## src/rtl/presc_gen.sv

```systemverilog
`default_nettype none
// ============================================================================
// Module   : presc_gen
// Brief    : Programmable prescaler with free-running / one-shot modes and a
//            double-buffered divisor; optional mid-period pulse when
//            PRESC_GEN_HALF_EN is defined.
// Revision : 1.0 - initial release
// ============================================================================
module presc_gen #(
    parameter int W       = 4,
    parameter int DIV_RST = 10
) (
    input  logic         clk,
    input  logic         rst,
    input  logic         en,
    input  logic         mode,
    input  logic         start,
    input  logic [W-1:0] div_in,
    input  logic         div_ld,
    output logic [W-1:0] Qount,
    output logic         strb,
    output logic         busy
`ifdef PRESC_GEN_HALF_EN
    ,
    output logic         strb_half
`endif
);

    typedef enum logic [0:0] {
        ST_IDLE = 1'b0,
        ST_RUN  = 1'b1
    } state_t;

    localparam logic [W-1:0] c_DIV_RST = W'(DIV_RST);
    localparam logic [W-1:0] c_ONE     = W'(1);

    // Divisors are held raw: a stored 0 means 2^W, so (div - 1) in W bits
    // is always the terminal count.
    state_t         r_state;
    state_t         w_state_nxt;
    logic [W-1:0]   r_count;
    logic [W-1:0]   w_count_nxt;
    logic           r_strb;
    logic           w_strb_nxt;
    logic [W-1:0]   r_div_act;
    logic [W-1:0]   w_div_act_nxt;
    logic [W-1:0]   r_div_pend;
    logic [W-1:0]   w_div_pend_nxt;
    logic [W-1:0]   w_last;
    logic [W-1:0]   w_inc;
    logic           w_wrap;

    assign w_last = r_div_act - c_ONE;
    assign w_inc  = r_count + c_ONE;
    assign w_wrap = (r_count == w_last);

    always_comb begin
        w_state_nxt    = r_state;
        w_count_nxt    = r_count;
        w_strb_nxt     = 1'b0;
        w_div_act_nxt  = r_div_act;
        w_div_pend_nxt = div_ld ? div_in : r_div_pend;
        case (r_state)
            ST_IDLE: begin
                if (div_ld) begin
                    w_div_act_nxt = div_in;
                end
                if (en && (!mode || start)) begin
                    w_state_nxt = ST_RUN;
                end
            end
            ST_RUN: begin
                if (en) begin
                    if (w_wrap) begin
                        // A load on the wrap edge wins over the older pending value.
                        w_count_nxt   = '0;
                        w_strb_nxt    = 1'b1;
                        w_div_act_nxt = w_div_pend_nxt;
                        if (mode) begin
                            w_state_nxt = ST_IDLE;
                        end
                    end else begin
                        w_count_nxt = w_inc;
                    end
                end
            end
            default: begin
                w_state_nxt = ST_IDLE;
            end
        endcase
    end

    always_ff @(posedge clk) begin
        if (rst) begin
            r_state    <= ST_IDLE;
            r_count    <= '0;
            r_strb     <= 1'b0;
            r_div_act  <= c_DIV_RST;
            r_div_pend <= c_DIV_RST;
        end else begin
            r_state    <= w_state_nxt;
            r_count    <= w_count_nxt;
            r_strb     <= w_strb_nxt;
            r_div_act  <= w_div_act_nxt;
            r_div_pend <= w_div_pend_nxt;
        end
    end

    assign Qount = r_count;
    assign strb  = r_strb;
    assign busy  = (r_state == ST_RUN);

`ifdef PRESC_GEN_HALF_EN
    logic [W:0] w_act_full;
    logic [W:0] w_half_pt;
    logic       w_half_hit;
    logic       r_strb_half;

    // Half point is floor(div/2); for div=1 it is 0, which an increment never reaches.
    assign w_act_full = {(r_div_act == '0), r_div_act};
    assign w_half_pt  = w_act_full >> 1;
    assign w_half_hit = (r_state == ST_RUN) && en && !w_wrap &&
                        ({1'b0, w_inc} == w_half_pt);

    always_ff @(posedge clk) begin
        if (rst) begin
            r_strb_half <= 1'b0;
        end else begin
            r_strb_half <= w_half_hit;
        end
    end

    assign strb_half = r_strb_half;
`endif

endmodule
`default_nettype wire
```

## config.mk

```make
export PLATFORM = sky130hd
export DESIGN_NAME = presc_gen
export DESIGN_NICKNAME = d
export VERILOG_FILES = /design/src/rtl/presc_gen.sv
export SDC_FILE = /design/constraint.sdc
export NUM_CORES = 1
export LEC_CHECK = 0
export BUFFER_PORTS_ARGS = -buffer_cell sky130_fd_sc_hd__buf_2
export CAP_MARGIN = 0
export CORE_MARGIN = 5
export CORE_UTILIZATION = 56
export DETAILED_ROUTE_END_ITERATION = 10
export PLACE_DENSITY = 0.81
export SYNTH_ARGS = -nofsm -noshare
export SYNTH_HDL_FRONTEND = slang
export SYNTH_SLANG_ARGS = --single-unit
```

## constraint.sdc

```tcl
create_clock -name clk -period 4.1 [get_ports clk]
set_input_delay 0.615 -clock clk [delete_from_list [all_inputs] [get_ports clk]]
set_output_delay 0.615 -clock clk [all_outputs]
set_load 0.1 [all_outputs]
```

==> reports/summary.txt <==
OUTCOME
-------------------------------------------------------------------------------------------
Status                                                                         finished, final reports clean

WORST SETUP PATH
-------------------------------------------------------------------------------------------
Cells along the critical path                                                         buf_2
Largest incremental delay on the critical path                                      0.50 ns
Capturing element type of the critical path                                      output pin
Critical path launch point type                                                        flop
Data required time at the worst endpoint                                            3.48 ns
Worst Path Buf+Inv                                                                        1
Worst-path fanout max                                                                     9
Max stage delay cell, worst path                                               sky130_fd_sc_hd__dfxtp_1
CP Class                                                                       flop to output pin
Category of cells accounting for the largest share of critical-path delay        flip-flops
Signal arrival time at the worst endpoint                                           1.26 ns

YOSYS
-------------------------------------------------------------------------------------------
Dominant synthesized flop cell                                                 sky130_fd_sc_hd__dfxtp_1
Share of flip-flops with an asynchronous set or reset after synthesis                    0%
Synth cell types                                                                         32
Dominant cells by area after synthesis                                         sky130_fd_sc_hd__dfxtp_1 35%, sky130_fd_sc_hd__xor2_1 6.6%, sky130_fd_sc_hd__mux2i_1 6.3%
Syn Nets                                                                                 97
Number of flops mapped to enable cells by yosys                                           0
Post-synthesis register bit count                                                        14
Most frequent cells after synthesis                                            14 x sky130_fd_sc_hd__dfxtp_1, 6 x sky130_fd_sc_hd__nor2_1, 6 x sky130_fd_sc_hd__xor2_1
Cell count after synthesis                                                               85
Cell with the most instances after synthesis                                   sky130_fd_sc_hd__dfxtp_1
Share of Yosys cell area claimed by the top area cell type                           35.22%
Sequential cell area fraction in the yosys report                                    35.22%
Biggest area consumer among synthesized cells                                  sky130_fd_sc_hd__dfxtp_1
Mapped Avg Cell Area                                                             9.362 um^2
Post-synth design cell area                                                      795.8 um^2
Synth warn                                                                                0

STA
-------------------------------------------------------------------------------------------
Worst-case clock skew                                                           0.004250 ns
Max_slew headroom                                                                    68.71%
Unrepaired setup endpoints after global routing                                       false
Final critical-path required period                                                1.879 ns
Period utilisation layout                                                            45.83%
Hold Slack                                                                        0.4965 ns
Slew at the pin closest to its max-slew limit                                     0.4659 ns
Setup violation total in the final timing report                                          0
Count of endpoints failing hold in the final timing report                                0
Final-report max-slew violation count                                                     0
Setup Total Neg Slack                                                                  0 ns
Highest Clock Rate                                                               0.5322 GHz

DIE
-------------------------------------------------------------------------------------------
Starting utilization of the core area                                                60.40%
Die Height                                                                         47.70 um
Number of cell rows                                                                      13
Count of boundary I/O pins                                                               16
Total core area                                                                0.001318 mm^2
Floorplan die width                                                                47.70 um
Die ar.                                                                        0.002275 mm^2

GLOBAL ROUTING
-------------------------------------------------------------------------------------------
Total global routing track utilization                                               16.36%
Overflow after GRT                                                                        0
Vias in the first global route                                                          624
First-pass GRT wire length                                                          2615 um
Largest net degree at the start of global routing                                        18
Initial antenna violation count                                                           0

POWER
-------------------------------------------------------------------------------------------
Power density normalized to cell area                                          373.9 mW/mm^2
Clock group share of total power                                                      28.9%
Internal Dissipation                                                            0.0002285 W
Combinational group share of total power                                              24.7%
Maximum VDD drop                                                                  0.2926 mV
Static Leak                                                                       0.4094 nW
Sw Share                                                                             32.07%
Sequential cell fraction of total power                                               46.4%
Switching power of the nets                                                     0.0001079 W

DETAILED ROUTING
-------------------------------------------------------------------------------------------
Number of design-rule violations left by the first detailed-router iteration             14
Detail-routed via count per cell                                                      5.843
ANT nets after route                                                                      0
Vias                                                                                    672
Routed wire per std cell                                                           13.69 um
Final WL                                                                            1574 um
Post-route DRC                                                                            0
Detailed-router iteration count before antenna repair                                     4

CLOCK TREE
-------------------------------------------------------------------------------------------
TritonCTS clock tree                                                                    yes
Num CTS Buffers                                                                           3
Post-CTS setup buffer count                                                               0
Clock Tree Root                                                                sky130_fd_sc_hd__clkbuf_4
Depth of the CTS H-tree                                                                   1
Insertion delay of the later-clocked pin in the worst-skew pair                     0.28 ns
Post-CTS Resized                                                                          0
Count of clock tree sinks                                                                14
Clock tree buffer depth                                                                   2
Clock-pin slew on the worst setup and hold paths                                    0.08 ns
Hold Buf Count CTS                                                                        0

HOLD PATH
-------------------------------------------------------------------------------------------
Tightest Hold Check Type                                                       flop to flop

CELLS AND AREA
-------------------------------------------------------------------------------------------
Diode count                                                                               0
Fill cell total of the finished layout                                                   98
Layout cell share with drive strength beyond 1                                       25.00%
Relative area change from synthesis to final layout                                  13.05%
Net count reported at finish                                                            113
Final instance area                                                              899.6 um^2

PLACEMENT
-------------------------------------------------------------------------------------------
Final weighted congestion in routability-driven placement                            0.7919
Total of buffers placed on input and output ports                                        15
HPWL after detailed placement                                                       1157 um
Total placed instance area                                                       863.3 um^2

RUN
-------------------------------------------------------------------------------------------
Max Cap Violations                                                                        0

==> sequential cells by signal (all words and copies together) (netlist names) <==
name / flops
r_div_act: 4
busy: 1
strb: 1
r_div_pend: 4
Qount: 4
==> final cells by class <==
| type | count | area (um^2) | area share [%] |
|---|---|---|---|
| inverter | 5 | 18.77 | 2.086 |
| clock buffer | 4 | 36.28 | 4.033 |
| sequential | 14 | 280.3 | 31.15 |
| multi-input combinational | 62 | 470.5 | 52.29 |
| timing repair buffer | 15 | 75.07 | 8.345 |
| tap | 15 | 18.77 | 2.086 |
==> layout by cell type (no fill, tap or decap), types with 2 or more instances in the layout <==
master	instances
sky130_fd_sc_hd__or3_1	2
sky130_fd_sc_hd__inv_1	5
sky130_fd_sc_hd__nor3_1	4
sky130_fd_sc_hd__mux2i_1	5
sky130_fd_sc_hd__dfxtp_1	14
sky130_fd_sc_hd__nor2_1	6
sky130_fd_sc_hd__ha_1	2
sky130_fd_sc_hd__a311oi_1	4
sky130_fd_sc_hd__nand3_1	2
sky130_fd_sc_hd__buf_2	15
sky130_fd_sc_hd__a21oi_1	3
sky130_fd_sc_hd__or4b_2	2
sky130_fd_sc_hd__o211ai_1	2
sky130_fd_sc_hd__clkbuf_4	3
sky130_fd_sc_hd__a211oi_1	5
sky130_fd_sc_hd__xor2_1	6
sky130_fd_sc_hd__xnor2_1	3
sky130_fd_sc_hd__nand2b_1	2
sky130_fd_sc_hd__nand2_1	3
==> path summary, 6_finish.rpt <==
path                               startpoint  cells after the start  slack (ns)             to
worst max-delay path                     busy                      1        2.22           busy
worst max register to register   r_div_act[0]                      6        2.35   r_div_act[3]
worst min-delay path            r_div_pend[3]                      2        0.50  r_div_pend[3]
worst min register to register  r_div_pend[3]                      2        0.50  r_div_pend[3]
==> power by group through the flow <==
stage          combinational, W  sequential [W]   clock, W
5_1_grt               0.0000898        0.000158   0.000107
4_1_cts               0.0000827        0.000156   0.000101
3_3_place_gp          0.0000779        0.000159          0
6_report              0.0000830        0.000156  0.0000973
3_5_place_dp          0.0000805        0.000159          0
2_1_floorplan         0.0000527        0.000170          0
==> per-stage QoR <==
stage                     setup WS (ns)  utilization [%]  instances  total power [W]
after floorplan                   2.046                -         85        0.0002225
after global placement            2.373            65.53        111        0.0002366
after detailed placement          2.357            65.53        111        0.0002398
after CTS                         2.207            68.28        115        0.0003403
after global routing              2.149            68.28        115        0.0003544
final                             2.221            68.28        115        0.0003363
==> cells by family after synthesis <==
logic type / count (synthesis) / synth area share (%)
AND/OR/NAND/NOR: 27 / 20.44
AO/OA/AOI/OAI: 17 / 15.25
flip-flops: 14 / 35.22
XOR/XNOR: 11 / 14.00
buffers and inverters: 9 / 5.660
multiplexers: 5 / 6.290
adder cells (fa/ha/maj): 2 / 3.144
==> metal layers <==
layer	global-route usage (%)	wire (um)	vias up
li1	-	-	338
met1	19.91	670	308
met2	26.12	755	22
met3	5.639	122	4
met4	6.989	26	0
met5	0	0	-
Power figures use the tool's default switching activity.
